$ cat src/rtl/io_serdes_cfg_init_pkg.sv
// rtl/io_serdes_cfg_init_pkg.sv - shared encodings and constants for the SerDes config bring-up block
// Holds the controller state encoding, the CTRL register offset and its
// RXEN/TXEN bit positions, and the two values written during bring-up.
package io_serdes_cfg_init_pkg;

    typedef enum logic [2:0] {
        IDLE      = 3'd0,
        WR_RX     = 3'd1,
        GAP       = 3'd2,
        WR_TX     = 3'd3,
        RD_VERIFY = 3'd4,
        CMD_WR    = 3'd5,
        CMD_RD    = 3'd6
    } state_t;

    localparam int unsigned CTRL_ADDR   = 0;
    localparam int          RXEN_BIT    = 0;
    localparam int          TXEN_BIT    = 1;
    localparam logic [31:0] BOOT_RX_VAL = 32'h1;
    localparam logic [31:0] BOOT_TX_VAL = 32'h3;

    // Bring-up is good only when both enables read back as set.
    function automatic logic ctrl_ok(input logic [1:0] v);
        return v[RXEN_BIT] && v[TXEN_BIT];
    endfunction

endpackage

$ cat src/rtl/io_serdes_axil_xfer.sv
// rtl/io_serdes_axil_xfer.sv - one AXI-Lite write or read with a cycle timeout
// Ports: clk/rst_n (async active-low); start/cmd_* launch a transfer;
// busy spans first valid through completion; done/timeout are single-cycle
// combinational strobes in the completion (or expiry) cycle; rd_data is the
// read data and is meaningful together with done on a read; axi_* master side.
module io_serdes_axil_xfer #(
    parameter int pADDR_WIDTH = 15,
    parameter int pDATA_WIDTH = 32,
    parameter int pTIMEOUT    = 255
) (
    input  logic                     clk,
    input  logic                     rst_n,
    input  logic                     start,
    input  logic                     cmd_write,
    input  logic [pADDR_WIDTH-1:0]   cmd_addr,
    input  logic [pDATA_WIDTH-1:0]   cmd_wdata,
    input  logic [pDATA_WIDTH/8-1:0] cmd_wstrb,
    output logic                     busy,
    output logic                     done,
    output logic                     timeout,
    output logic [pDATA_WIDTH-1:0]   rd_data,
    output logic                     axi_awvalid,
    output logic [pADDR_WIDTH-1:0]   axi_awaddr,
    input  logic                     axi_awready,
    output logic                     axi_wvalid,
    output logic [pDATA_WIDTH-1:0]   axi_wdata,
    output logic [pDATA_WIDTH/8-1:0] axi_wstrb,
    input  logic                     axi_wready,
    output logic                     axi_arvalid,
    output logic [pADDR_WIDTH-1:0]   axi_araddr,
    input  logic                     axi_arready,
    input  logic                     axi_rvalid,
    input  logic [pDATA_WIDTH-1:0]   axi_rdata,
    output logic                     axi_rready
);

    localparam int CW = ($clog2(pTIMEOUT + 1) > 8) ? $clog2(pTIMEOUT + 1) : 8;

    logic          is_wr;
    logic          aw_done;
    logic          w_done;
    logic [CW-1:0] cnt;
    logic          aw_hs;
    logic          w_hs;
    logic          ar_hs;
    logic          wr_fin;
    logic          rd_fin;

    assign aw_hs = axi_awvalid && axi_awready;
    assign w_hs  = axi_wvalid && axi_wready;
    assign ar_hs = axi_arvalid && axi_arready;

    // A write finishes once both channels have been accepted, in either order
    // or in the same cycle.
    assign wr_fin  = is_wr && (aw_done || aw_hs) && (w_done || w_hs);
    assign rd_fin  = !is_wr && axi_rvalid && axi_rready;
    assign done    = busy && (wr_fin || rd_fin);
    // cnt is 0 in the first valid cycle, so this fires in the pTIMEOUT-th one.
    assign timeout = busy && !done && (cnt == CW'(pTIMEOUT - 1));
    assign rd_data = axi_rdata;

    always_ff @(posedge clk or negedge rst_n) begin
        if (!rst_n) begin
            busy        <= 1'b0;
            is_wr       <= 1'b0;
            aw_done     <= 1'b0;
            w_done      <= 1'b0;
            cnt         <= '0;
            axi_awvalid <= 1'b0;
            axi_awaddr  <= '0;
            axi_wvalid  <= 1'b0;
            axi_wdata   <= '0;
            axi_wstrb   <= '0;
            axi_arvalid <= 1'b0;
            axi_araddr  <= '0;
            axi_rready  <= 1'b0;
        end else if (start) begin
            busy    <= 1'b1;
            is_wr   <= cmd_write;
            aw_done <= 1'b0;
            w_done  <= 1'b0;
            cnt     <= '0;
            if (cmd_write) begin
                axi_awvalid <= 1'b1;
                axi_awaddr  <= cmd_addr;
                axi_wvalid  <= 1'b1;
                axi_wdata   <= cmd_wdata;
                axi_wstrb   <= cmd_wstrb;
            end else begin
                axi_arvalid <= 1'b1;
                axi_araddr  <= cmd_addr;
            end
        end else if (done || timeout) begin
            busy        <= 1'b0;
            aw_done     <= 1'b0;
            w_done      <= 1'b0;
            axi_awvalid <= 1'b0;
            axi_wvalid  <= 1'b0;
            axi_arvalid <= 1'b0;
            axi_rready  <= 1'b0;
        end else if (busy) begin
            cnt <= cnt + 1'b1;
            if (aw_hs) begin
                axi_awvalid <= 1'b0;
                aw_done     <= 1'b1;
            end
            if (w_hs) begin
                axi_wvalid <= 1'b0;
                w_done     <= 1'b1;
            end
            if (ar_hs) begin
                axi_arvalid <= 1'b0;
                axi_rready  <= 1'b1;
            end
        end
    end

endmodule

$ cat src/rtl/io_serdes_cfg_init.sv
// rtl/io_serdes_cfg_init.sv - SerDes CTRL bring-up sequencer with host register pass-through
// Ports: axi_clk/axi_reset_n (async active-low); boot_start/boot_done/boot_err
// bring-up control and sticky status; req_*/rsp_* host register access;
// cc_is_enable high while an AXI-Lite transfer is outstanding; axi_* master.
module io_serdes_cfg_init
    import io_serdes_cfg_init_pkg::*;
#(
    parameter int pADDR_WIDTH = 15,
    parameter int pDATA_WIDTH = 32,
    parameter int pTIMEOUT    = 255,
    parameter int pRX_TX_GAP  = 16
) (
    input  logic                     axi_clk,
    input  logic                     axi_reset_n,
    input  logic                     boot_start,
    output logic                     boot_done,
    output logic                     boot_err,
    input  logic                     req_valid,
    input  logic                     req_write,
    input  logic [pADDR_WIDTH-1:0]   req_addr,
    input  logic [pDATA_WIDTH-1:0]   req_wdata,
    output logic                     req_ready,
    output logic                     rsp_valid,
    output logic [pDATA_WIDTH-1:0]   rsp_rdata,
    output logic                     rsp_err,
    output logic                     cc_is_enable,
    output logic                     axi_awvalid,
    output logic [pADDR_WIDTH-1:0]   axi_awaddr,
    input  logic                     axi_awready,
    output logic                     axi_wvalid,
    output logic [pDATA_WIDTH-1:0]   axi_wdata,
    output logic [pDATA_WIDTH/8-1:0] axi_wstrb,
    input  logic                     axi_wready,
    output logic                     axi_arvalid,
    output logic [pADDR_WIDTH-1:0]   axi_araddr,
    input  logic                     axi_arready,
    input  logic                     axi_rvalid,
    input  logic [pDATA_WIDTH-1:0]   axi_rdata,
    output logic                     axi_rready
);

    localparam int GW = (pRX_TX_GAP > 1) ? $clog2(pRX_TX_GAP) : 1;

    state_t                   state;
    state_t                   state_nx;
    logic [GW-1:0]            gap_cnt;
    logic [pADDR_WIDTH-1:0]   cmd_addr_q;
    logic [pDATA_WIDTH-1:0]   cmd_wdata_q;
    logic                     ready_c;
    logic                     xfer_start;
    logic                     xfer_write;
    logic [pADDR_WIDTH-1:0]   xfer_addr;
    logic [pDATA_WIDTH-1:0]   xfer_wdata;
    logic                     xfer_busy;
    logic                     xfer_done;
    logic                     xfer_timeout;
    logic [pDATA_WIDTH-1:0]   xfer_rdata;

    // Gated by reset so req_ready reads 0 while reset is held, even though
    // the state register already sits in IDLE.
    assign req_ready = ready_c && axi_reset_n;

    always_comb begin
        state_nx   = state;
        ready_c    = 1'b0;
        xfer_start = 1'b0;
        xfer_write = 1'b0;
        xfer_addr  = pADDR_WIDTH'(CTRL_ADDR);
        xfer_wdata = '0;
        case (state)
            IDLE: begin
                if (boot_start) begin
                    state_nx = WR_RX;
                end else if (req_valid) begin
                    ready_c  = 1'b1;
                    state_nx = req_write ? CMD_WR : CMD_RD;
                end
            end
            WR_RX: begin
                // Launch only in the entry cycle; busy then covers the rest.
                xfer_start = !xfer_busy;
                xfer_write = 1'b1;
                xfer_wdata = pDATA_WIDTH'(BOOT_RX_VAL);
                if (xfer_done)         state_nx = GAP;
                else if (xfer_timeout) state_nx = IDLE;
            end
            GAP: begin
                if (gap_cnt == GW'(pRX_TX_GAP - 1)) state_nx = WR_TX;
            end
            WR_TX: begin
                xfer_start = !xfer_busy;
                xfer_write = 1'b1;
                xfer_wdata = pDATA_WIDTH'(BOOT_TX_VAL);
                if (xfer_done)         state_nx = RD_VERIFY;
                else if (xfer_timeout) state_nx = IDLE;
            end
            RD_VERIFY: begin
                xfer_start = !xfer_busy;
                if (xfer_done || xfer_timeout) state_nx = IDLE;
            end
            CMD_WR: begin
                xfer_start = !xfer_busy;
                xfer_write = 1'b1;
                xfer_addr  = cmd_addr_q;
                xfer_wdata = cmd_wdata_q;
                if (xfer_done || xfer_timeout) state_nx = IDLE;
            end
            CMD_RD: begin
                xfer_start = !xfer_busy;
                xfer_addr  = cmd_addr_q;
                if (xfer_done || xfer_timeout) state_nx = IDLE;
            end
            default: state_nx = IDLE;
        endcase
    end

    always_ff @(posedge axi_clk or negedge axi_reset_n) begin
        if (!axi_reset_n) begin
            state       <= IDLE;
            gap_cnt     <= '0;
            cmd_addr_q  <= '0;
            cmd_wdata_q <= '0;
            boot_done   <= 1'b0;
            boot_err    <= 1'b0;
            rsp_valid   <= 1'b0;
            rsp_rdata   <= '0;
            rsp_err     <= 1'b0;
        end else begin
            state     <= state_nx;
            gap_cnt   <= (state == GAP) ? gap_cnt + 1'b1 : '0;
            rsp_valid <= 1'b0;
            rsp_rdata <= '0;
            rsp_err   <= 1'b0;
            if (req_valid && ready_c) begin
                cmd_addr_q  <= req_addr;
                cmd_wdata_q <= req_wdata;
            end
            case (state)
                IDLE: begin
                    if (boot_start) begin
                        boot_done <= 1'b0;
                        boot_err  <= 1'b0;
                    end
                end
                WR_RX, WR_TX: begin
                    if (xfer_timeout) boot_err <= 1'b1;
                end
                RD_VERIFY: begin
                    if (xfer_done) begin
                        if (ctrl_ok(xfer_rdata[1:0])) boot_done <= 1'b1;
                        else                          boot_err  <= 1'b1;
                    end else if (xfer_timeout) begin
                        boot_err <= 1'b1;
                    end
                end
                CMD_WR, CMD_RD: begin
                    if (xfer_done || xfer_timeout) begin
                        rsp_valid <= 1'b1;
                        rsp_err   <= xfer_timeout;
                        if (state == CMD_RD && xfer_done) rsp_rdata <= xfer_rdata;
                    end
                end
                default: ;
            endcase
        end
    end

    io_serdes_axil_xfer #(
        .pADDR_WIDTH (pADDR_WIDTH),
        .pDATA_WIDTH (pDATA_WIDTH),
        .pTIMEOUT    (pTIMEOUT)
    ) u_xfer (
        .clk         (axi_clk),
        .rst_n       (axi_reset_n),
        .start       (xfer_start),
        .cmd_write   (xfer_write),
        .cmd_addr    (xfer_addr),
        .cmd_wdata   (xfer_wdata),
        .cmd_wstrb   ({(pDATA_WIDTH/8){1'b1}}),
        .busy        (xfer_busy),
        .done        (xfer_done),
        .timeout     (xfer_timeout),
        .rd_data     (xfer_rdata),
        .axi_awvalid (axi_awvalid),
        .axi_awaddr  (axi_awaddr),
        .axi_awready (axi_awready),
        .axi_wvalid  (axi_wvalid),
        .axi_wdata   (axi_wdata),
        .axi_wstrb   (axi_wstrb),
        .axi_wready  (axi_wready),
        .axi_arvalid (axi_arvalid),
        .axi_araddr  (axi_araddr),
        .axi_arready (axi_arready),
        .axi_rvalid  (axi_rvalid),
        .axi_rdata   (axi_rdata),
        .axi_rready  (axi_rready)
    );

    assign cc_is_enable = xfer_busy;

endmodule

$ cat config.mk
export PLATFORM = sky130hd
export DESIGN_NAME = io_serdes_cfg_init
export DESIGN_NICKNAME = d
export VERILOG_FILES = /design/src/rtl/io_serdes_cfg_init_pkg.sv /design/src/rtl/io_serdes_axil_xfer.sv /design/src/rtl/io_serdes_cfg_init.sv
export SDC_FILE = /design/constraint.sdc
export NUM_CORES = 1
export LEC_CHECK = 0
export ABC_AREA = 1
export CELL_PAD_IN_SITES_DETAIL_PLACEMENT = 1
export CELL_PAD_IN_SITES_GLOBAL_PLACEMENT = 1
export CORE_MARGIN = 2
export CORE_UTILIZATION = 35
export CTS_BUF_LIST = sky130_fd_sc_hd__clkbuf_16
export CTS_CLUSTER_SIZE = 20
export DETAILED_ROUTE_END_ITERATION = 12
export PLACE_DENSITY_LB_ADDON = 0.1
export SLEW_MARGIN = 10
export SYNTH_ARGS = -nofsm -noshare
export SYNTH_HDL_FRONTEND = slang
export SYNTH_SLANG_ARGS = --single-unit
export TNS_END_PERCENT = 10
$ cat constraint.sdc
create_clock -name axi_clk -period 1.8 [get_ports axi_clk]
set_input_delay 0.27 -clock axi_clk [delete_from_list [all_inputs] [get_ports axi_clk]]
set_output_delay 0.27 -clock axi_clk [all_outputs]
set_load 0.01 [all_outputs]
==> metrics.md, run 1 <==
| Metric | Value |
|---|---|
| Status | finished, final reports clean |
| IO Pins | 196 |
| Worst Reg2Reg Path Length in Cells | 7 |
| Initial Utilization | 35.9% |
| Worst EP required | 1530 ps |
| Min-Delay Startpoint | axi_rdata[21] |
| Clock power frac | 37.1% |
| Final hold viol count | 0 |
| Area share of fa/ha/maj cells after synthesis | 0.555% |
| Synth Area in Compound Gates | 8.27% |
| Final nets | 989 |
| TritonRoute pass-1 iters | 4 |
| Synth Area per Inst | 9.83 µm² |
| Comb pwr share | 18.0% |
| Die width | 143 µm |
| Peak VDD IR | 0.689 mV |
| Slew Limit Fails | 0 |
| Unrepaired setup endpoints after global routing | true |
| Synth Cell Area | 0.00676 mm² |
| Count of cell types in the netlist | 28 |
| Skew-Pair Late Insertion Delay | 440 ps |
| Post-Synth Simple-Gate Area | 15.5% |
| CP Class | reg2out |
| CP arrival | 1510 ps |
| Worst-Margin Slew | 1020 ps |
| CTS Sinks | 169 |
| Worst hold stages | 3 |
| Row cnt | 50 |
| Yosys warns | 0 |
| Critical R2R Launch | state[0] |
| Most common library cell in the layout ignoring fill and taps | clkdlybuf4s50_1 |
| Die Area | 0.0204 mm² |
| Vias in the first global route | 5808 |
| Gate count of the mapped netlist | 688 |
| Worst R2R Setup Slack | 160 ps |
| Ys flop type | dfrtp_1 |
| Main combinational cell family by area after synthesis | simple AND/OR/NAND/NOR gates |
| Crit share post-route | 98.8% |
| Seq/Total Area, Yosys | 62.5% |
| Crit path max fanout | 3 |
| Post-DP HPWL | 13200 µm |
| Max Freq | 563 MHz |
| Core ar. | 0.0188 mm² |
| DRT Wirelength | 18600 µm |
| CP Capture Type | output port |
| Multiplexer share of the synthesized area | 3.72% |
| RR Endpoint | cmd_addr_q[4] |
| Pwr Density | 1040 mW/mm² |
| Synth Area in XOR/XNOR | 1.04% |
| Synth-to-Final Area Change | 44.0% |
| Hold Path Sink | rsp_rdata[21] |
| Leakage | 4.76 nW |
| Cell Count Post-Placement | 1136 |
| Grt total ovfl | 0 |
| DR WL/cell | 15.9 µm |
| Fin Clk Skew | 9.94 ps |
| Global-route wire length before repair | 29900 µm |
| Worst hold path class | in2reg |
| TritonCTS clock tree | done |
| Commonest non-fill, non-tap cells in the layout | clkdlybuf4s50_1, dfrtp_1, nand2_1, inv_1, nor2_1 |
| Max cap viols | 0 |
| GPL Wtd Cong | 0.784 |
| Sequential share of power | 44.9% |
| Root Buffer | clkbuf_16 |
| Clock-pin slew on the worst setup and hold paths | 70 ps |
| Ys async rst share | 100% |
| Largest net degree at the start of global routing | 88 |
| H-tree level count | 4 |
| Sw frac | 28.3% |
| Number of remaining DRC errors | 0 |
| PortBufs | 195 |
| Finished Layout Cells | 1171 |
| Initial antenna violation count | 0 |
| Via density | 4.55 |
| Detail Route Antenna Nets | 0 |
| Placement Setup Slack | -137 ps |
| Slew HR | 32.0% |
| Synth Net Count | 779 |
| Number of buffers created by CTS | 17 |
| Die H | 143 µm |
| Pint | 7.28 mW |
| Overall routing resource usage | 19.0% |
| N_diodes | 0 |
| Fraction of layout cells with a size suffix above 1 | 10.5% |
| Register bit total from synthesis | 169 |
| Net Sw Power | 2.88 mW |
| DRT iter0 DRCs | 202 |
| CTS Buffer Depth | 2 |
| EDFF count, synth | 0 |
| Fin crit period | 1780 ps |
| Fin worst setup slack | 22.4 ps |
| Critical path startpoint category | flop |
| Final setup vio count | 0 |
| Via count | 5323 |
-- critical path: stages, from the launching register on --
cell,delay [ps]
dfrtp_1,390
nor2_2,140
nand2_2,100
nor2_4,120
nand2_4,70
nor2_2,110
buf_4,150
-- layout make-up --
type                            instances  area, µm²
Fill cell                            2100       9090
Clock inverter                         15        178
Clock buffer                           17        425
Tap cell                              260        325
Multi-Input combinational cell        396       2000
Inverter                               94        358
Timing Repair Buffer                  220       2230
Sequential cell                       169       4230
-- state kept, by name (all words and copies together) (netlist names), 3 cells and up --
name               cells
gap_cnt                4
cmd_wdata_q           32
state                  3
u_xfer.axi_awaddr     15
u_xfer.axi_wdata      32
u_xfer.axi_araddr     15
rsp_rdata             32
cmd_addr_q            15
u_xfer.cnt             8
-- worst max path at each step --
stage | from | slack (ps) | end
global route | state[0] | -50 | req_ready
finish | state[0] | 20 | req_ready
global placement | boot_start | -140 | req_ready
detailed placement | boot_start | -140 | req_ready
CTS | state[1] | -1 | req_ready
floorplan | state[0] | 220 | req_ready
-- metal layers --
metal	vias to the layer above	track usage (%)	wire length, µm
met1	2613	23.2	7960
met4	0	6.41	299
met5	-	0	0
met2	133	31.7	9100
met3	24	6.37	1240
li1	2553	-	-
-- synth_stat cells (2+ instances only) --
cell type	instances	area (µm²)
o21ai_1	6	30.0
xnor2_1	4	35.0
buf_4	7	52.6
nor2_1	83	312
nor2_2	3	18.8
mux2_4	16	240
buf_6	9	101
nand2_2	6	37.5
a21oi_1	33	165
clkbuf_1	7	26.3
buf_2	6	30.0
a31oi_1	2	12.5
inv_2	6	22.5
inv_1	88	330
nand3_1	19	95.1
xor2_1	4	35.0
nand2_1	141	529
o21ai_0	64	320
dfrtp_1	169	4230
nand4_1	5	31.3
ha_1	3	37.5
-- power by group through the flow --
stage	clock network [mW]	logic [mW]	registers (mW)
finish	3.77	1.82	4.56
global route	4.01	2.08	4.63
CTS	3.86	1.86	4.57
detailed placement	0	1.82	4.64
global placement	0	1.73	4.60
floorplan	0	1.21	4.57
-- per-stage QoR --
stage / utilization (%) / power (mW) / hold slack [ps] / instance area [µm²] / setup TNS (ps)
floorplan: - / 5.78 / -25.6 / 6760 / 0
detailed placement: 48.3 / 6.46 / 385 / 9100 / -3630
finish: 51.7 / 10.2 / 347 / 9740 / 0
global route: 51.7 / 10.7 / 342 / 9740 / -48.2
global placement: 48.3 / 6.34 / 379 / 9100 / -2370
CTS: 51.6 / 10.3 / 332 / 9720 / -1.46
-- timing repair --
action                                  CTS  global route
pin swaps                                 3             4
endpoints found under the setup margin    2            23
hold endpoints to repair                 87             0
buffers inserted                          1             1
hold buffers                              1             0
resized for setup                         7             4
-- kinds of logic after synthesis --
group | count (synthesis)
xor gates and xnor gates | 8
DFF | 169
muxes | 17
adders and majority gates | 3
and+or+nand+nor | 260
AOI/OAI and AO/OA | 108
buffers and inverters | 123
Power figures use the tool's default switching activity.
==> run 2: changes to the inputs <==
--- a/config.mk
+++ b/config.mk
@@ -13,7 +13,7 @@
 export CTS_BUF_LIST = sky130_fd_sc_hd__clkbuf_16
 export CTS_CLUSTER_SIZE = 20
 export DETAILED_ROUTE_END_ITERATION = 12
-export PLACE_DENSITY_LB_ADDON = 0.1
+export PLACE_DENSITY = 0.87
 export SLEW_MARGIN = 10
 export SYNTH_ARGS = -nofsm -noshare
 export SYNTH_HDL_FRONTEND = slang
==> metrics.md, run 2 (same netlist as run 1, synthesis figures left out) <==
| Metric | Value |
|---|---|
| Fillers | 2101 (was 2100) |
| Most common library cell in the layout ignoring fill and taps | clkdlybuf4s50_1 (unchanged) |
| Root Buffer | clkbuf_16 (unchanged) |
| CP arrival | 1480 ps (was 1510 ps) |
| CTS Buffer Depth | 2 (unchanged) |
| DRT iter0 DRCs | 189 (was 202) |
| Critical R2R Launch | state[0] (unchanged) |
| N_diodes | 0 (unchanged) |
| Pwr Density | 1080 mW/mm² (was 1040 mW/mm²) |
| Overall routing resource usage | 19.3% (was 19.0%) |
| Register Area | 0.00423 mm² (unchanged) |
| Fraction of layout cells with a size suffix above 1 | 10.7% (was 10.5%) |
| Die H | 143 µm (unchanged) |
| TritonRoute pass-1 iters | 4 (unchanged) |
| TritonCTS clock tree | done (unchanged) |
| Post-DP HPWL | 13400 µm (was 13200 µm) |
| DR WL/cell | 16.1 µm (was 15.9 µm) |
| Initial antenna violation count | 0 (unchanged) |
| Final core occ | 52.0% (was 51.7%) |
| Crit share post-route | 97.3% (was 98.8%) |
| Grt total ovfl | 0 (unchanged) |
| Final hold viol count | 15 (was 0) |
| H-tree level count | 4 (unchanged) |
| Global-route wire length before repair | 30500 µm (was 29900 µm) |
| Status | finished, violations left (was finished, final reports clean) |
| IO Pins | 196 (unchanged) |
| Core ar. | 0.0188 mm² (unchanged) |
| Detail Route Antenna Nets | 0 (unchanged) |
| Die width | 143 µm (unchanged) |
| Commonest non-fill, non-tap cells in the layout | clkdlybuf4s50_1, dfrtp_1, nand2_1, inv_1, nor2_1 (unchanged) |
| DRT Wirelength | 18900 µm (was 18600 µm) |
| PortBufs | 195 (unchanged) |
| Peak VDD IR | 0.541 mV (was 0.689 mV) |
| Fin Clk Skew | 10.0 ps (was 9.94 ps) |
| Max Freq | 571 MHz (was 563 MHz) |
| Worst EP required | 1530 ps (about the same) |
| Die Area | 0.0204 mm² (unchanged) |
| Final setup vio count | 0 (unchanged) |
| Vias in the first global route | 5779 (was 5808) |
| Failing checks | negative hold slack |
| Via density | 4.58 (was 4.55) |
| Multi-input gate area | 0.00200 mm² (unchanged) |
| Worst hold path class | in2async (was in2reg) |
| Synth-to-Final Area Change | 44.7% (was 44.0%) |
| Max cap viols | 0 (unchanged) |
| Largest net degree at the start of global routing | 170 (was 88) |
| Fin crit period | 1750 ps (was 1780 ps) |
| Slew HR | 34.0% (was 32.0%) |
| Final hold slack | -36.4 ps (was 347 ps) |
| Final nets | 989 (unchanged) |
| Placed Instance Area | 0.00910 mm² (unchanged) |
| Clock-pin slew on the worst setup and hold paths | 70 ps (about the same) |
| Setup_tns | 0 ps (unchanged) |
| Final instance area | 0.00978 mm² (was 0.00974 mm²) |
| Hold-fix buffers, CTS | 0 (was 1) |
| Design Power | 10.6 mW (was 10.2 mW) |
| Slew Limit Fails | 0 (unchanged) |
| Crit path max fanout | 3 (unchanged) |
| Skew-Pair Late Insertion Delay | 420 ps (was 440 ps) |
| Number of remaining DRC errors | 0 (unchanged) |
| GPL Wtd Cong | 0.764 (was 0.784) |
| Leakage | 4.79 nW (was 4.76 nW) |
| Crit path from | state[0] (unchanged) |
| Critical path startpoint category | flop (unchanged) |
| CP Class | reg2out (unchanged) |
| CP Capture Type | output port (unchanged) |
| Worst-Margin Slew | 990 ps (was 1020 ps) |
| Initial Utilization | 35.9% (unchanged) |
| CTS Sinks | 169 (unchanged) |
| Worst R2R Setup Slack | 150 ps (was 160 ps) |
| Row cnt | 50 (unchanged) |
| Unrepaired setup endpoints after global routing | true (unchanged) |
| Via count | 5358 (was 5323) |
| Number of buffers created by CTS | 17 (unchanged) |
| Regs by FF count | cmd_wdata_q (32), rsp_rdata (32), u_xfer.axi_wdata (32) (unchanged) |
==> run 2: changes by cell type in the layout (fill, tap and decap cells not counted), moves of 2 or more <==
cell	change
inv_2	+2
inv_6	+2
inv_4	-2
bufinv_16	+3
inv_8	-3
==> run 2: worst paths after layout <==
kind                                              end  cells after the start
worst max-delay path                        req_ready                      6
worst min-delay path            u_xfer.axi_araddr[11]                      2
worst min register to register             gap_cnt[0]                      1
max in group asynchronous               cmd_addr_q[5]                      2
min in group axi_clk                    rsp_rdata[16]                      3
worst max register to register               state[0]                     11
==> run 2: cell type report <==
type                    instances  share of cell area, %
clock buffers                  17                   4.35
clock inverters                14                   2.37
flip-flops and latches        169                   43.2
inverters                      94                   3.61
multi-input cells             396                   20.4
repair buffers                220                   22.7
well taps                     260                   3.33
==> run 2: worst max-delay path, cell delays in order (launching register included) <==
cell and delay, ps:
dfrtp_1 390, nor2_2 150, nand2_2 120, nor2_4 130
nand2_4 70, nor2_2 70, buf_2 120
==> run 2: routing by layer <==
layer | up-vias | track usage (%) | part of all wire (%)
li1 | 2551 | - | -
met1 | 2651 | 24.2 | 42
met2 | 132 | 33.1 | 52
met3 | 24 | 3.92 | 4.1
met4 | 0 | 6.72 | 2.0
met5 | - | 0 | 0
==> run 2: per-stage QoR <==
stage / instances / worst slack [ps] / hold WS, ps
finish: 1170 / 49.1 / -36.4
global route: 1170 / -30.6 / 132
CTS: 1168 / -36.6 / 98.6
detailed placement: 1136 / -104 / 471
global placement: 1136 / -44.3 / 452
floorplan: 688 / 215 / -25.6
==> run 2: what timing repair did <==
action,CTS,global route
pin swaps,3,4
resized for setup,4,3
buffers inserted,1,2
endpoints found under the setup margin,1,10
==> run 2: power by group <==
| group | leakage [nW] | internal (mW) | switching (mW) |
|---|---|---|---|
| registers | 2.20 | 4.34 | 0.240 |
| logic | 2.27 | 0.872 | 1.02 |
| clock network | 0.322 | 2.50 | 1.61 |
==> run 3: changes to the inputs <==
==> constraint.sdc (replaced) <==
create_clock -name axi_clk -period 1.7 [get_ports axi_clk]
set_input_delay 0.255 -clock axi_clk [delete_from_list [all_inputs] [get_ports axi_clk]]
set_output_delay 0.255 -clock axi_clk [all_outputs]
set_load 0.01 [all_outputs]
==> metrics.md, run 3 (same netlist as run 1, synthesis figures left out) <==
| Metric | Value |
|---|---|
| Critical path startpoint category | flop (unchanged) |
| PortBufs | 195 (unchanged) |
| TritonRoute pass-1 iters | 4 (unchanged) |
| Slowest stage delay, CP | 390 ps (about the same) |
| Pwr Density | 1120 mW/mm² (was 1080 mW/mm²) |
| Final instance area | 0.00977 mm² (was 0.00978 mm²) |
| Fraction of layout cells with a size suffix above 1 | 11.3% (was 10.7%) |
| Finished Layout Cells | 1173 (was 1170) |
| Synth-to-Final Area Change | 44.6% (was 44.7%) |
| Final setup vio count | 1 (was 0) |
| Final hold viol count | 5 (was 15) |
| Critical path's most frequent cell | nor2_2 (unchanged) |
| Row cnt | 50 (unchanged) |
| Crit-path cells | nor2_2 -> nand2_2 -> nor2_4 -> nand2_4 -> nor2_2 -> buf_2 (unchanged) |
| Worst EP required | 1440 ps (was 1530 ps) |
| Fin crit period | 1710 ps |
| Worst-Margin Slew | 963 ps (was 990 ps) |
| Commonest non-fill, non-tap cells in the layout | clkdlybuf4s50_1, dfrtp_1, nand2_1, inv_1, nor2_1 (unchanged) |
| Via density | 4.55 (was 4.58) |
| DRT Wirelength | 18700 µm (was 18900 µm) |
| Fin worst setup slack | -11.7 ps (was 49.1 ps) |
| CP Class | reg2out (unchanged) |
| Regs by FF count | cmd_wdata_q (32), rsp_rdata (32), u_xfer.axi_wdata (32) (unchanged) |
| Post-DP HPWL | 13200 µm (was 13400 µm) |
| Met3 Resource Use GR | 4.09% (was 3.92%) |
| Clock-pin slew on the worst setup and hold paths | 70 ps (about the same) |
| Worst hold path class | in2async (unchanged) |
| Most common library cell in the layout ignoring fill and taps | clkdlybuf4s50_1 (unchanged) |
| Cell Count Post-Placement | 1138 (was 1136) |
| Placed Instance Area | 0.00910 mm² (about the same) |
| Crit path max fanout | 3 (unchanged) |
| Die Area | 0.0204 mm² (unchanged) |
| Die H | 143 µm (unchanged) |
| GR peak layer | met2 (unchanged) |
| Crit path from | state[0] (unchanged) |
| Slowest cell on crit path | dfrtp_1 (unchanged) |
| GR Layer Usage met1 | 23.8% (was 24.2%) |
| Status | finished, violations left (unchanged) |
| Die width | 143 µm (unchanged) |
| Hold-fix buffers, CTS | 0 (unchanged) |
| Grt total ovfl | 0 (unchanged) |
| CP arrival | 1460 ps (was 1480 ps) |
| Number of buffers created by CTS | 17 (unchanged) |
| Max cap viols | 0 (unchanged) |
| TritonCTS clock tree | done (unchanged) |
| Max Freq | 584 MHz |
| H-tree level count | 4 (unchanged) |
| Vias in the first global route | 5779 (unchanged) |
| Fin Clk Skew | 9.01 ps (was 10.0 ps) |
| Skew-Pair Late Insertion Delay | 430 ps (was 420 ps) |
| Core ar. | 0.0188 mm² (unchanged) |
| Initial Utilization | 35.9% (unchanged) |
| Global-route wire length before repair | 30500 µm (about the same) |
| Failing checks | negative hold slack, negative setup slack (was negative hold slack) |
| Via count | 5341 (was 5358) |
| Slew Limit Fails | 0 (unchanged) |
| Crit share post-route | 101% |
| DRT iter0 DRCs | 140 (was 189) |
| Final nets | 992 (was 989) |
| Grt met2 use | 32.9% (was 33.1%) |
| Initial antenna violation count | 0 (unchanged) |
| IO Pins | 196 (unchanged) |
| Unrepaired setup endpoints after global routing | true (unchanged) |
| N_diodes | 0 (unchanged) |
| Final hold slack | -15.7 ps (was -36.4 ps) |
| CTS Sinks | 169 (unchanged) |
| Design Power | 10.9 mW (was 10.6 mW) |
| DR WL/cell | 16.0 µm (was 16.1 µm) |
| Overall routing resource usage | 19.4% (was 19.3%) |
| Peak VDD IR | 0.700 mV (was 0.541 mV) |
| CP Capture Type | output port (unchanged) |
| Root Buffer | clkbuf_16 (unchanged) |
| Largest net degree at the start of global routing | 170 (unchanged) |
| Detail Route Antenna Nets | 0 (unchanged) |
| Critical R2R Launch | state[0] (unchanged) |
| CTS Buffer Depth | 2 (unchanged) |
| Leakage | 4.80 nW (was 4.79 nW) |
| Number of remaining DRC errors | 0 (unchanged) |
| Slew HR | 35.8% (was 34.0%) |
| GPL Wtd Cong | 0.764 (about the same) |
## run 3: cell count changes in the layout (fill, tap and decap cells not counted), sizes merged
cell / delta
clkinvlp: +2
dlymetal6s2s: +3
clkinv: +2
inv: -2
clkdlybuf4s50: -4
bufinv: -2
buf: +3
dlygate4sd2: +1
## run 3: worst max-delay path: cells and delay by family, from the launching register on
| family | cells | cell delay [ps] |
|---|---|---|
| buf+inv | 1 | 130 |
| flops | 1 | 390 |
| simple gates | 5 | 520 |
## run 3: what timing repair did
action | 4_1_cts | 5_1_grt
setup endpoints to repair | 4 | 46
hold endpoints to repair | 0 | 0
pin swaps | 3 | 3
buffers inserted | 4 | 0
resized for setup | 6 | 17
## run 3: layout make-up
type                       count  area (µm²)
fill                        2073        9060
sequential                   169        4230
timing repair buffer         223        2240
multi-input combinational    396        2010
clock buffer                  17         425
inverter                      94         358
tap                          260         325
clock inverter                14         186
## run 3: per-layer routing
| layer | vias up | routed length (µm) |
|---|---|---|
| li1 | 2566 | - |
| met2 | 136 | 9600 |
| met1 | 2608 | 7940 |
| met5 | - | 0 |
| met4 | 0 | 423 |
| met3 | 31 | 763 |
## run 3: final timing paths
path | end | slack, ps | depth (start not counted)
worst max-delay path | req_ready | -10 | 6
worst min-delay path | u_xfer.axi_awaddr[4] | -20 | 2
worst max register to register | cmd_addr_q[14] | 90 | 7
worst min register to register | gap_cnt[0] | 470 | 1
max in group asynchronous | u_xfer.axi_wdata[31] | 970 | 2
min in group axi_clk | rsp_rdata[22] | 340 | 3
## run 3: per-stage QoR
step | TNS (ps) | setup WS [ps] | util (%)
finish | -11.7 | -11.7 | 51.9
global placement | -273 | -118 | 48.3
detailed placement | -3850 | -175 | 48.3
floorplan | 0 | 130 | -
CTS | -97.7 | -97.7 | 51.7
global route | -210 | -137 | 51.9
## run 3: report_power, final
group	switching (mW)	internal [mW]
Combinational	1.08	0.945
Clock	1.71	2.35
Sequential	0.246	4.59
